===== config.mk =====
export PLATFORM = sky130hd
export DESIGN_NAME = icache_fetch_ctrl
export DESIGN_NICKNAME = d
export VERILOG_FILES = /design/src/rtl/icache_fetch_ctrl.sv
export SDC_FILE = /design/constraint.sdc
export NUM_CORES = 1
export LEC_CHECK = 0
export ABC_CLOCK_PERIOD_IN_PS = 13400
export CORE_MARGIN = 2
export CORE_UTILIZATION = 48
export DETAILED_ROUTE_END_ITERATION = 6
export PLACE_DENSITY = 0.95
export SYNTH_ARGS = -nofsm -noshare
export SYNTH_HDL_FRONTEND = slang
export SYNTH_SLANG_ARGS = --single-unit

===== constraint.sdc =====
create_clock -name clk -period 13.4 [get_ports clk]
set_input_delay 2.68 -clock clk [delete_from_list [all_inputs] [get_ports clk]]
set_output_delay 2.68 -clock clk [all_outputs]
set_load 0.02 [all_outputs]

===== src/rtl/icache_fetch_ctrl.sv =====
// Instruction fetch sequencer: owns the PC, streams cache hits downstream and runs line refills on misses.
// Optional hit/miss performance counters are enabled with `define ICACHE_PERF_CNT_EN.
module icache_fetch_ctrl #(
    parameter int unsigned            ADDR_WIDTH = 32,
    parameter int unsigned            LINE_WIDTH = 128,
    parameter int unsigned            PC_STEP    = 4,
    parameter logic [ADDR_WIDTH-1:0]  RESET_PC   = 32'hA75D53D8
) (
    input  logic                  clk,
    input  logic                  rst,
    output logic [ADDR_WIDTH-1:0] pc,
    input  logic                  cache_hit,
    output logic                  fetch_valid,
    input  logic                  fetch_ready,
    input  logic                  redirect_valid,
    input  logic [ADDR_WIDTH-1:0] redirect_pc,
    output logic                  mem_req,
    output logic [ADDR_WIDTH-1:0] mem_addr,
    input  logic                  mem_ack,
    input  logic [LINE_WIDTH-1:0] mem_rdata,
    output logic                  fill_en,
    output logic [ADDR_WIDTH-1:0] fill_addr,
    output logic [LINE_WIDTH-1:0] fill_data,
    output logic                  busy
`ifdef ICACHE_PERF_CNT_EN
    ,
    output logic [31:0]           hit_count,
    output logic [31:0]           miss_count
`endif
);

    localparam int unsigned           LINE_BYTES = LINE_WIDTH / 8;
    localparam logic [ADDR_WIDTH-1:0] LINE_MASK  = ~ADDR_WIDTH'(LINE_BYTES - 1);

    typedef enum logic [1:0] {
        S_FETCH = 2'd0,
        S_REQ   = 2'd1,
        S_FILL  = 2'd2,
        S_RETRY = 2'd3
    } state_t;

    state_t                state;
    logic                  pend_valid;
    logic [ADDR_WIDTH-1:0] pend_pc;

    // Hit is looked up combinationally on the current pc, so valid tracks it in the same cycle.
    assign fetch_valid = (state == S_FETCH) && cache_hit;

    always_ff @(posedge clk or posedge rst) begin
        if (rst) begin
            state      <= S_FETCH;
            pc         <= RESET_PC;
            pend_valid <= 1'b0;
            pend_pc    <= '0;
            mem_req    <= 1'b0;
            mem_addr   <= '0;
            fill_en    <= 1'b0;
            fill_addr  <= '0;
            fill_data  <= '0;
            busy       <= 1'b0;
        end else begin
            fill_en <= 1'b0;

            // A refill is never aborted; redirects seen meanwhile are parked, latest wins.
            if (state != S_FETCH && redirect_valid) begin
                pend_valid <= 1'b1;
                pend_pc    <= redirect_pc;
            end

            case (state)
                S_FETCH: begin
                    if (redirect_valid) begin
                        pc <= redirect_pc;
                    end else if (cache_hit && fetch_ready) begin
                        pc <= pc + ADDR_WIDTH'(PC_STEP);
                    end else if (!cache_hit) begin
                        mem_addr <= pc & LINE_MASK;
                        mem_req  <= 1'b1;
                        busy     <= 1'b1;
                        state    <= S_REQ;
                    end
                end
                S_REQ: begin
                    if (mem_ack) begin
                        fill_data <= mem_rdata;
                        fill_addr <= mem_addr;
                        mem_req   <= 1'b0;
                        fill_en   <= 1'b1;
                        state     <= S_FILL;
                    end
                end
                S_FILL: begin
                    state <= S_RETRY;
                end
                S_RETRY: begin
                    state      <= S_FETCH;
                    busy       <= 1'b0;
                    pend_valid <= 1'b0;
                    if (redirect_valid) begin
                        pc <= redirect_pc;
                    end else if (pend_valid) begin
                        pc <= pend_pc;
                    end
                end
                default: begin
                    state <= S_FETCH;
                end
            endcase
        end
    end

`ifdef ICACHE_PERF_CNT_EN
    // Saturating event counters for accepted fetches and refill starts.
    always_ff @(posedge clk or posedge rst) begin
        if (rst) begin
            hit_count  <= '0;
            miss_count <= '0;
        end else if (state == S_FETCH && !redirect_valid) begin
            if (cache_hit && fetch_ready && hit_count != 32'hFFFF_FFFF) begin
                hit_count <= hit_count + 32'd1;
            end
            if (!cache_hit && miss_count != 32'hFFFF_FFFF) begin
                miss_count <= miss_count + 32'd1;
            end
        end
    end
`endif

endmodule

==> impl.org <==
** Route
- Number of iterations in the first detailed-routing pass :: 5
- Post-DR vias/cell :: 5.58
- The detailed router placed 8336 vias in this run.
- Post-detailed-route DRC marker count :: 0
- After detailed routing, the total wire length is 33.1 mm.
- Antenna viol nets, final :: 0
- First DRT Iteration DRCs :: 662
- Routed len/inst :: 22.2 um

** Die
- Initial Util :: 49.1%
- For this design the top-level I/O count stands at 394.
- The floorplan step set the die width to 154 um.
- Die height :: 154 um
- The die covers 23700 sq um.
- After floorplanning, the core was sized to cover 22000 sq um.
- Site Rows :: 54

** Synth
- In this run, synthesis produced a sequential element count of 254.
- Sequential elements use 59.2% of the synthesized area.
- Area share of the leading cell type in the synthesized netlist :: 54.8%
- Synthesis produced a netlist whose cell count is 814.
- Cell with the most instances after synthesis :: dfrtp_1
- Synth top area cells :: dfrtp_1 55%, mux2_2 23%, dfstp_2 4.4%
- Simple-gate share of the synthesized area :: about 6.9%
- Post-synthesis adder-cell area fraction :: less than 1%
- Mean instance size in the synthesized netlist :: 13.2 sq um
- Synthesis warning total :: 0
- Cell types with the highest counts after synthesis :: 236 x dfrtp_1, 217 x mux2_2, 64 x o21ai_0
- Cell area after technology mapping :: 10800 sq um
- The largest total area in the synthesized netlist belongs to dfrtp_1.
- In the synthesized netlist, mux cells make up 22.9% of the area.
- Primary flip-flop cell chosen by synthesis mapping :: dfrtp_1
- After synthesis, the largest family of logic cells by area is multiplexers.
- After Yosys synthesis, XOR and XNOR cells account for 0% of the synthesized area.
- The synthesized netlist devotes between 7 and 8% of its cell area to compound gates.
- Unique masters post-synth :: 47
- After synthesis, the share of flip-flops with an asynchronous set or reset is 100%.
- Number of enable-type register cells in the synthesized netlist :: 0

** Timing
- Counting I/O delays and the setup requirement, the final critical path takes ~6.6 ns.
- The final number of hold-violating endpoints came to 0.
- Fin. max-slew vios :: 0
- Timing would allow up to 0.151 GHz.
- Period utilisation layout :: between 40% and 50%
- Total negative slack for setup checks :: 0 ns
- The worst pin sits at a relative slew slack of 30.0%.
- Setup repair after global routing left no endpoint under its margin.
- Setup violations remaining at the end of the flow were counted as 0.
- At the pin with the least slew margin, the transition time is 1.05 ns.
- Worst Clk Skew :: 0.00929 ns

** Layout
- From synthesis to final layout, the design area changed by 46.2%.
- Of the cells placed in the final design, the portion with a size suffix greater than 1 is roughly 25%.
- Once layout is done, the placed cells without fillers occupy approximately 16000 sq um.
- Total Nets Final :: between 1000 and 1500

** Place
- Placed inst area :: 14800 sq um
- Count of input and output buffers :: 385
- Once detailed placement completed, the half-perimeter wirelength came to 23.7 mm.
- Routability-driven placement finished with a final weighted congestion of ~0.9.

** Setup path
- Worst setup slack for register-to-register paths :: 10.07 ns
- Critical Path Max Stage Delay :: 0.60 ns
- Worst Reg2Reg Path Length in Cells :: 6
- For the worst setup path, the data required time is about 11 ns.
- On the critical path, the stage with the largest delay is an instance of clkdlybuf4s50_1.
- For the worst setup path, the data arrival time is 3.96 ns.
- Critical path class :: in -> out
- The worst setup path is launched from an input port.
- Critical Path End Type :: output port
- The most numerous cell type found on the critical path is clkdlybuf4s50_1.
- Crit-path max FO :: 4
- In this run the critical register-to-register path is captured at fill_data[52]$_DFFE_PP0P_.
- Reg2reg start :: state[1]$_DFFE_PP0P_
- Critical Path, Cell by Cell :: clkdlybuf4s50_1 -> and2_1 -> clkdlybuf4s50_1

** GRT
- Largest net degree at the start of global routing :: between 100 and 150
- The number of antenna violations at the first check in global routing is 4.
- Total routing resource utilization after global routing :: 27.4%
- After global routing the overflow that remains totals 0.
- The via count of the first global-routing pass is 8574.
- The first global-routing pass estimated 50.6 mm of wire.

** Clocking
- Hold repair after CTS inserted 0 buffers.
- Clock tree synthesis selected as its root buffer the cell clkbuf_16.
- Number of cells upsized or downsized after cts :: 0
- Maximum buffer depth of the clock tree :: 3
- Clock latency on the worst-skew pair :: about 0.53 ns
- TritonCTS built the clock tree.
- Level count of the clock H-tree :: 1
- Number of clock sinks :: 254
- TritonCTS buffer count :: 27
- The number of setup buffers added after CTS is 0.
- Clock-pin slew was measured on the worst setup and hold paths at 0.06 ns.

** Pwr
- Leakage power of the design :: 6.51 nW
- Worst VDD drop :: ~0.00015 V
- In this run the power density over the cells is 270 nW/um^2.

** Worst hold path
- The path with the worst hold slack has its endpoint at pend_valid$_DFFE_PP0P_.
- The startpoint identified for the worst hold timing path is pend_valid$_DFFE_PP0P_.
- WHS Path Cells :: 2
- Min-Delay Path Class :: reg -> reg

** Outcome
- Run status :: completed

** Flow run
- The tool flagged a number of max-cap violations equal to 0.
## critical path, delay by kind of cell
family        cells  cell delay, ns
simple gates      1            0.14
buf+inv           2            1.14
## how the worst max path moves through the flow
stage,start,end,slack (ns),depth (start not counted)
2_1_floorplan,rst,busy$_DFFE_PP0P_,3.76,1
3_3_place_gp,cache_hit,fetch_valid,6.78,3
3_5_place_dp,cache_hit,fetch_valid,6.76,3
4_1_cts,cache_hit,fetch_valid,6.76,3
5_1_grt,cache_hit,fetch_valid,6.74,3
6_report,cache_hit,fetch_valid,6.76,3
## state kept, by name (all words and copies together), names as in the netlist
signal,count
pend_pc,32
mem_req,1
state,2
pc,32
fill_addr,28
mem_addr,28
pend_valid,1
fill_data,128
busy,1
fill_en,1
## metrics by stage
stage	power, mW	instances	util [%]	worst slack, ns	hold slack, ns
finish	4.26	1493	71.7	6.76	0.501
global route	4.45	1493	71.7	6.74	0.521
CTS	4.27	1489	71.7	6.76	0.502
detailed placement	3.47	1440	67.5	6.76	0.489
global placement	3.38	1440	67.5	6.78	0.481
floorplan	2.50	821	-	3.76	0.467
## logic make-up (layout without fill, tap and decap cells)
| group | after synthesis | count (layout) |
|---|---|---|
| other cells | 1 | 12 |
| mux | 219 | 219 |
| buf+inv | 62 | 450 |
| fa+ha+maj | 6 | 6 |
| simple gates | 139 | 139 |
| compound gates | 133 | 133 |
| flops | 254 | 254 |
## placed cells by master (no fill, tap or decap), types with 3 or more instances in the layout
cell type / synthesis / routed
nand3_1: 13 / 13
o211ai_1: 4 / 4
conb_1: 1 / 8
buf_4: 10 / 8
mux2_2: 217 / 217
a221oi_1: 3 / 3
diode_2: 0 / 4
dfstp_2: 18 / 18
clkdlybuf4s50_1: 0 / 385
nand2_1: 50 / 50
a21oi_1: 20 / 20
nor3_1: 5 / 5
clkbuf_1: 28 / 3
o31a_1: 4 / 4
nand4_1: 5 / 5
and2_1: 3 / 3
nor2b_1: 3 / 3
o311ai_0: 5 / 5
and3_1: 18 / 18
ha_1: 6 / 6
nor4_4: 4 / 4
o21ai_0: 64 / 64
nor2_1: 30 / 29
a31oi_1: 11 / 11
clkinv_2: 0 / 5
inv_1: 7 / 6
a41oi_1: 5 / 5
clkbuf_16: 0 / 27
dfrtp_1: 236 / 236
clkbuf_8: 1 / 10
o21ai_1: 4 / 4
## routing by layer
layer | GRT usage (%) | routed length (um)
met5 | 0 | 0
met4 | 10.8 | 1480
met3 | 6.48 | 2440
met2 | 48.3 | 17000
met1 | 32.6 | 12200
## where the power goes
part	internal (mW)	total (mW)	leakage [nW]	switching (mW)
clock	0.463	0.771	0.461	0.309
combinational	1.00	2.01	3.03	1.01
sequential	1.17	1.47	3.02	0.306
## layout make-up
cell class | instances | area, sq um
antenna | 4 | 10.0
inverter | 8 | 42.5
clock buffer | 40 | 825
clock inverter | 9 | 101
tap | 280 | 350
multi-input combinational | 505 | 4130
sequential | 254 | 6380
timing repair buffer | 393 | 3910
fill | 1438 | 6200
Note: power is estimated with default switching activity, not from simulation.
